## config.mk

```make
export PLATFORM = sky130hd
export DESIGN_NAME = mule_scheduler
export DESIGN_NICKNAME = d
export VERILOG_FILES = /design/src/rtl/mule_scheduler.sv
export SDC_FILE = /design/constraint.sdc
export NUM_CORES = 1
export LEC_CHECK = 0
export BUFFER_PORTS_ARGS = -buffer_cell sky130_fd_sc_hd__buf_2
export CAP_MARGIN = 20
export CORE_AREA = 4 4 131 133
export CTS_CLUSTER_DIAMETER = 30
export CTS_CLUSTER_SIZE = 10
export DETAILED_ROUTE_END_ITERATION = 12
export DIE_AREA = 0 0 135 137
export PLACE_DENSITY = 0.72
export SYNTH_ARGS = -nofsm -noshare
export SYNTH_HDL_FRONTEND = slang
export SYNTH_SLANG_ARGS = --single-unit
export TNS_END_PERCENT = 10
```

## constraint.sdc

```tcl
create_clock -name clk -period 2.7 [get_ports clk]
set_input_delay 0.27 -clock clk [delete_from_list [all_inputs] [get_ports clk]]
set_output_delay 0.27 -clock clk [all_outputs]
set_load 0.02 [all_outputs]
```

## src/rtl/mule_scheduler.sv

```systemverilog
// mule_scheduler: shares one multi-cycle MULE multiply unit between two issue
// requesters (pipe0/pipe1). Round-robin grant, operand capture, single-outstanding
// valid/accept/done sequencing, response routing to the owner, flush, timeout
// abort, and issue/latency statistics.
//
// Ports:
//   clk, rst                 clock; synchronous active-low reset
//   flush_i                  kill any in-flight request (no response)
//   req_valid_i/req_ready_o  per-requester request handshake (ready is combinational)
//   req{0,1}_{ra,rb,rd,op}_i requester operands, destination and opcode
//   unit_valid_o/accept_i    operation handshake to MULE, registered fields on unit_*_o
//   unit_done_i/result_i     MULE completion pulse and result
//   unit_abort_o             1-cycle abort pulse on timeout
//   resp_valid_o/ready_i     one-hot response handshake to the owner
//   resp_rd_o/result_o/error_o  response payload
//   busy_o                   scheduler not idle
//   issue_count_o            accepted unit operations (wrapping)
//   last_latency_o           accept-to-done cycles of last completed op (saturating)
module mule_scheduler #(
    parameter int unsigned DATA_W  = 32,
    parameter int unsigned RD_W    = 5,
    parameter int unsigned OP_W    = 2,
    parameter int unsigned TIMEOUT = 64
) (
    input  logic              clk,
    input  logic              rst,
    input  logic              flush_i,
    input  logic [1:0]        req_valid_i,
    output logic [1:0]        req_ready_o,
    input  logic [DATA_W-1:0] req0_ra_i,
    input  logic [DATA_W-1:0] req0_rb_i,
    input  logic [RD_W-1:0]   req0_rd_i,
    input  logic [OP_W-1:0]   req0_op_i,
    input  logic [DATA_W-1:0] req1_ra_i,
    input  logic [DATA_W-1:0] req1_rb_i,
    input  logic [RD_W-1:0]   req1_rd_i,
    input  logic [OP_W-1:0]   req1_op_i,
    output logic              unit_valid_o,
    input  logic              unit_accept_i,
    output logic [DATA_W-1:0] unit_ra_o,
    output logic [DATA_W-1:0] unit_rb_o,
    output logic [OP_W-1:0]   unit_op_o,
    input  logic              unit_done_i,
    input  logic [DATA_W-1:0] unit_result_i,
    output logic              unit_abort_o,
    output logic [1:0]        resp_valid_o,
    input  logic [1:0]        resp_ready_i,
    output logic [RD_W-1:0]   resp_rd_o,
    output logic [DATA_W-1:0] resp_result_o,
    output logic              resp_error_o,
    output logic              busy_o,
    output logic [31:0]       issue_count_o,
    output logic [15:0]       last_latency_o
);

    localparam int unsigned TMR_W = $clog2(TIMEOUT + 1);
    localparam int unsigned CNT_W = 32;
    localparam int unsigned LAT_W = 16;

    typedef enum logic [2:0] {
        IDLE  = 3'd0,
        ISSUE = 3'd1,
        WAIT  = 3'd2,
        RESP  = 3'd3,
        DRAIN = 3'd4
    } state_t;

    state_t              state_q, state_d;
    logic                last_grant_q;
    logic                owner_q;
    logic [DATA_W-1:0]   ra_q, rb_q, result_q;
    logic [RD_W-1:0]     rd_q;
    logic [OP_W-1:0]     op_q;
    logic                error_q;
    logic [TMR_W-1:0]    timer_q;
    logic [CNT_W-1:0]    issue_count_q;
    logic [LAT_W-1:0]    last_latency_q;
    logic                unit_valid_q;
    logic [1:0]          resp_valid_q;
    logic                busy_q;

    logic                grant_valid_c;
    logic                grant_idx_c;
    logic                accept_c;
    logic                abort_c;
    logic                latch_done_c;
    logic                latch_timeout_c;
    logic                update_last_c;
    logic                timer_limit_c;
    logic [31:0]         latency_full_c;
    logic [LAT_W-1:0]    latency_c;

    // Timer ">=" rather than "==" so a flush landing exactly on the limit still aborts from DRAIN.
    assign timer_limit_c  = (timer_q >= TMR_W'(TIMEOUT - 1));
    assign latency_full_c = 32'(timer_q) + 32'd1;
    assign latency_c      = (latency_full_c > 32'h0000_FFFF) ? 16'hFFFF : latency_full_c[LAT_W-1:0];

    // State register.
    always_ff @(posedge clk) begin
        if (!rst) state_q <= IDLE;
        else      state_q <= state_d;
    end

    // Next state, grant and control strobes; flush takes priority everywhere.
    always_comb begin
        state_d         = state_q;
        grant_valid_c   = 1'b0;
        grant_idx_c     = 1'b0;
        accept_c        = 1'b0;
        abort_c         = 1'b0;
        latch_done_c    = 1'b0;
        latch_timeout_c = 1'b0;
        update_last_c   = 1'b0;
        case (state_q)
            IDLE: begin
                if (!flush_i) begin
                    case (req_valid_i)
                        2'b01:   begin grant_valid_c = 1'b1; grant_idx_c = 1'b0;          end
                        2'b10:   begin grant_valid_c = 1'b1; grant_idx_c = 1'b1;          end
                        2'b11:   begin grant_valid_c = 1'b1; grant_idx_c = ~last_grant_q; end
                        default: grant_valid_c = 1'b0;
                    endcase
                    if (grant_valid_c) state_d = ISSUE;
                end
            end
            ISSUE: begin
                if (unit_accept_i) begin
                    accept_c = 1'b1;
                    state_d  = flush_i ? DRAIN : WAIT;
                end else if (flush_i) begin
                    state_d = IDLE;
                end
                update_last_c = flush_i;
            end
            WAIT: begin
                if (flush_i) begin
                    state_d       = DRAIN;
                    update_last_c = 1'b1;
                end else if (unit_done_i) begin
                    latch_done_c = 1'b1;
                    state_d      = RESP;
                end else if (timer_limit_c) begin
                    abort_c         = 1'b1;
                    latch_timeout_c = 1'b1;
                    state_d         = RESP;
                end
            end
            RESP: begin
                if (flush_i || resp_ready_i[owner_q]) begin
                    state_d       = IDLE;
                    update_last_c = 1'b1;
                end
            end
            DRAIN: begin
                if (unit_done_i) begin
                    state_d = IDLE;
                end else if (timer_limit_c) begin
                    abort_c = 1'b1;
                    state_d = IDLE;
                end
                update_last_c = flush_i;
            end
            default: state_d = IDLE;
        endcase
    end

    // Datapath, statistics and registered outputs.
    always_ff @(posedge clk) begin
        if (!rst) begin
            last_grant_q   <= 1'b1;
            owner_q        <= 1'b0;
            ra_q           <= '0;
            rb_q           <= '0;
            rd_q           <= '0;
            op_q           <= '0;
            result_q       <= '0;
            error_q        <= 1'b0;
            timer_q        <= '0;
            issue_count_q  <= '0;
            last_latency_q <= '0;
            unit_valid_q   <= 1'b0;
            resp_valid_q   <= 2'b00;
            busy_q         <= 1'b0;
        end else begin
            unit_valid_q <= (state_d == ISSUE);
            busy_q       <= (state_d != IDLE);
            resp_valid_q <= (state_d == RESP) ? (owner_q ? 2'b10 : 2'b01) : 2'b00;

            if (grant_valid_c) begin
                owner_q <= grant_idx_c;
                ra_q    <= grant_idx_c ? req1_ra_i : req0_ra_i;
                rb_q    <= grant_idx_c ? req1_rb_i : req0_rb_i;
                rd_q    <= grant_idx_c ? req1_rd_i : req0_rd_i;
                op_q    <= grant_idx_c ? req1_op_i : req0_op_i;
            end

            if (update_last_c) last_grant_q <= owner_q;

            if (accept_c) begin
                issue_count_q <= issue_count_q + CNT_W'(1);
                timer_q       <= '0;
            end else if (state_q == WAIT || state_q == DRAIN) begin
                timer_q <= timer_q + TMR_W'(1);
            end

            if (latch_done_c) begin
                result_q       <= unit_result_i;
                error_q        <= 1'b0;
                last_latency_q <= latency_c;
            end else if (latch_timeout_c) begin
                result_q <= '0;
                error_q  <= 1'b1;
            end
        end
    end

    assign req_ready_o    = grant_valid_c ? (grant_idx_c ? 2'b10 : 2'b01) : 2'b00;
    assign unit_abort_o   = abort_c;
    assign unit_valid_o   = unit_valid_q;
    assign unit_ra_o      = ra_q;
    assign unit_rb_o      = rb_q;
    assign unit_op_o      = op_q;
    assign resp_valid_o   = resp_valid_q;
    assign resp_rd_o      = rd_q;
    assign resp_result_o  = result_q;
    assign resp_error_o   = error_q;
    assign busy_o         = busy_q;
    assign issue_count_o  = issue_count_q;
    assign last_latency_o = last_latency_q;

endmodule

```

==> impl_metrics.ini <==
[drt]
vias = 6355
dr.pass1.iters = 8
drt-initial-drc-count = 586
drt-wirelength-per-cell_um = 17.51
drt-total-wl_mm = 20.44
viasPerCell = 5.446
ant_nets = 0
drc = 0

[setup_path]
reg2reg_depth = 4
crit_buf_inv = 3
path_cells = nor4_2 > buf_4 > and3_2 > buf_4 > buf_2
start_kind = flop
path_max_fanout = 20
endpoint_kind = primary output
crit_family = simple AND/OR/NAND/NOR gates
cp_common_cell = buf_4
arrival_ps = 2010
critical_path_class = reg -> out
slowest_delay_ps = 490
crit_path_top_delay_cell = dfxtp_1
path_depth = 5
cp.required_ps = 2430

[min_path]
min_path_cells = 2
hp-class = in -> reg

[run_status]
status = complete, no violations

[power_and_ir_drop]
total_leakage_power_nw = 4.026
vdd_drop_max_mv = 0.4170
powerDensity_nw_per_um2 = 655.1

[sta]
rsz0062_at_grt = no
slew_violations = 0
fin_skew_ps = 8.606
max_clock_freq_mhz = 439.3
slew_headroom = 0.4968
min_period_ps = 2276
tightest_slew_ps = 754.8
worst_slack_ps = 423.9
tns_ps = 0
setup_viol = 0
fin_crit_sh = 0.8430
hold_viol = 0
hold_ws_ps = 53.94

[placement]
gp_congestion = 0.7969
dp_slack_ps = 581.4
placedInstanceArea_um2 = 8054
hpwl_mm = 14.54
port_buffers = 333

[die]
die_width_um = 135
fp.dieH_um = 137
dieArea_um2 = 18500
rows = 46
core_um2 = 15830
initial_core_util = 0.3975
pin_count = 342

[clocking]
cts_root_buffer = clkbuf_16
cts_buffers = 17
cts_tree = done
cts_resized = 0
numClockSinks = 160
clk_pin_slew_ps = 60
clk_latency_ps = 420
cts_setup_buffers = 0
htree_levels = 4
holdBufCountCts = 0
clock_path_buffers = 2

[synth]
syn_inst = 633
muxShareOfSynthArea = 0.001790
synth_area_um2 = 6292
seq_area_frac_synth = 0.5090
avgSynthCellArea_um2 = 9.940
synthDistinctLibCells = 53
yosys.area_share.xor_xnor = 0.02923
ys_ff_latch = 160
synth_top_family_by_area = compound AO/OA/AOI/OAI gates
ys_warn_count = 0
synthArstFlopShare = 0
synth_fa_ha_area_frac = 0.003977
synthSimpleGateAreaFrac = 0.1627
synth_edf_count = 0
synthFlopType = dfxtp_1
synth_compound_area_frac = 0.2370

[global_routing]
grt_usage = 0.2066
grt_overflow = 0
grt_max_degree = 72
antenna_found_initial = 0
grt_pass1_wl_mm = 30.61
grt_pass1_vias = 5934

[cells_and_area]
fin_nets = 1125
final_cell_area_um2 = 8672
diodes = 0
num-fill-cells = 1416
area_growth_pct = 37.82
drive_gt1_frac = 0.4069
fin_util = 0.5479

[run]
drv_cap = 0
## logic make-up (layout without fill, tap and decap cells)
group | after synthesis | after routing
xor gates and xnor gates | 21 | 21
AOI/OAI and AO/OA | 181 | 181
other | 1 | 8
and+or+nand+nor | 197 | 197
buffers and inverters | 70 | 381
adders and majority gates | 2 | 2
DFF | 160 | 160
muxes | 1 | 1
## layout make-up
type,count,area [um^2],area share
multi-input combinational,410,2783,0.3209
inverter,8,31.28,0.003607
sequential,160,3203,0.3694
clock inverter,9,157.7,0.01818
tap,216,270.3,0.03116
clock buffer,21,460.4,0.05309
timing repair buffer,343,1767,0.2037
## cell usage after synthesis, types with 2 or more instances
| cell | number | share of area |
|---|---|---|
| a22o_1 | 38 | 0.053 |
| and4b_1 | 3 | 0.0048 |
| and3_1 | 6 | 0.0060 |
| nand4_1 | 6 | 0.0060 |
| or4_1 | 17 | 0.020 |
| o21ai_0 | 9 | 0.0072 |
| clkbuf_1 | 24 | 0.014 |
| o31ai_1 | 17 | 0.020 |
| ha_1 | 2 | 0.0040 |
| dfxtp_1 | 160 | 0.51 |
| o21a_1 | 4 | 0.0048 |
| or3_1 | 4 | 0.0040 |
| nand4_4 | 2 | 0.0068 |
| buf_6 | 2 | 0.0036 |
| o2bb2ai_1 | 2 | 0.0028 |
| and4_4 | 2 | 0.0036 |
| xor2_1 | 11 | 0.015 |
| inv_1 | 7 | 0.0042 |
| nand3_1 | 15 | 0.012 |
| nand2b_1 | 2 | 0.0020 |
| o21ai_1 | 2 | 0.0016 |
| buf_2 | 25 | 0.020 |
| nor3_1 | 5 | 0.0040 |
| a222oi_1 | 71 | 0.11 |
| xnor2_1 | 10 | 0.014 |
| nor2_1 | 98 | 0.058 |
| and4_1 | 3 | 0.0042 |
| nand2_1 | 19 | 0.011 |
| buf_4 | 11 | 0.013 |
| nor4_1 | 4 | 0.0040 |
| a21oi_1 | 30 | 0.024 |
## worst register-to-register path, stage by stage (launching register included)
cell and delay (ps):
dfxtp_1 690, and3b_1 470, nand4_2 310, or4_1 480, a21oi_1 150
## per-layer routing
metal / wire [um] / track usage / vias up / share of wire
met5: 0 / 0 / - / 0
met4: 423 / 0.06663 / 0 / 0.021
met3: 1973 / 0.07757 / 29 / 0.097
met2: 9716 / 0.3324 / 315 / 0.48
met1: 8325 / 0.2575 / 2959 / 0.41
li1: - / - / 3052 / -
## power breakdown
| part | leakage (nW) | internal [mW] | switching, mW |
|---|---|---|---|
| logic | 2.43 | 0.270 | 0.379 |
| clock network | 0.296 | 1.59 | 0.948 |
| registers | 1.30 | 2.45 | 0.0492 |
## sequential cells by signal (all words and copies together) (netlist names)
signal / cells
resp_error_o: 1
resp_result_o: 32
unit_ra_o: 32
busy_o: 1
timer_q: 7
state_q: 3
unit_op_o: 2
resp_rd_o: 5
resp_valid_o: 2
owner_q: 1
unit_valid_o: 1
unit_rb_o: 32
issue_count_o: 32
last_grant_q: 1
last_latency_o: 8
## through the flow
step | power [mW] | cells
floorplan | 2.912 | 640
global placement | 3.187 | 1137
detailed placement | 3.194 | 1137
CTS | 5.735 | 1167
global route | 5.902 | 1167
finish | 5.681 | 1167
## final timing paths
check	from	to	slack, ps
worst max-delay path	state_q[0]$_SDFF_PN0_	req_ready_o[1]	420
worst min-delay path	unit_result_i[30]	resp_result_o[30]$_SDFFE_PN0P_	50
worst max register to register	state_q[0]$_SDFF_PN0_	issue_count_o[30]$_SDFFE_PN0P_	530
worst min register to register	last_latency_o[0]$_SDFFE_PN0P_	last_latency_o[0]$_SDFFE_PN0P_	460
## placed cells by master (no fill, tap or decap), types with 3 or more instances in the layout
master,netlist,layout
nor3_1,5,5
o31ai_1,17,17
nand3_1,15,15
nor4_1,4,4
and4b_1,3,3
nor2_1,98,98
bufinv_16,0,4
and4_1,3,3
xnor2_1,10,10
dfxtp_1,160,160
or3_1,4,4
buf_2,25,333
buf_4,11,8
o21ai_0,9,9
a222oi_1,71,71
xor2_1,11,11
a21oi_1,30,29
nand2_1,19,19
nand4_1,6,6
inv_1,7,7
clkbuf_16,0,17
and3_1,6,4
or4_1,17,17
o21a_1,4,4
conb_1,1,8
a22o_1,38,38
Power figures use the tool's default switching activity.
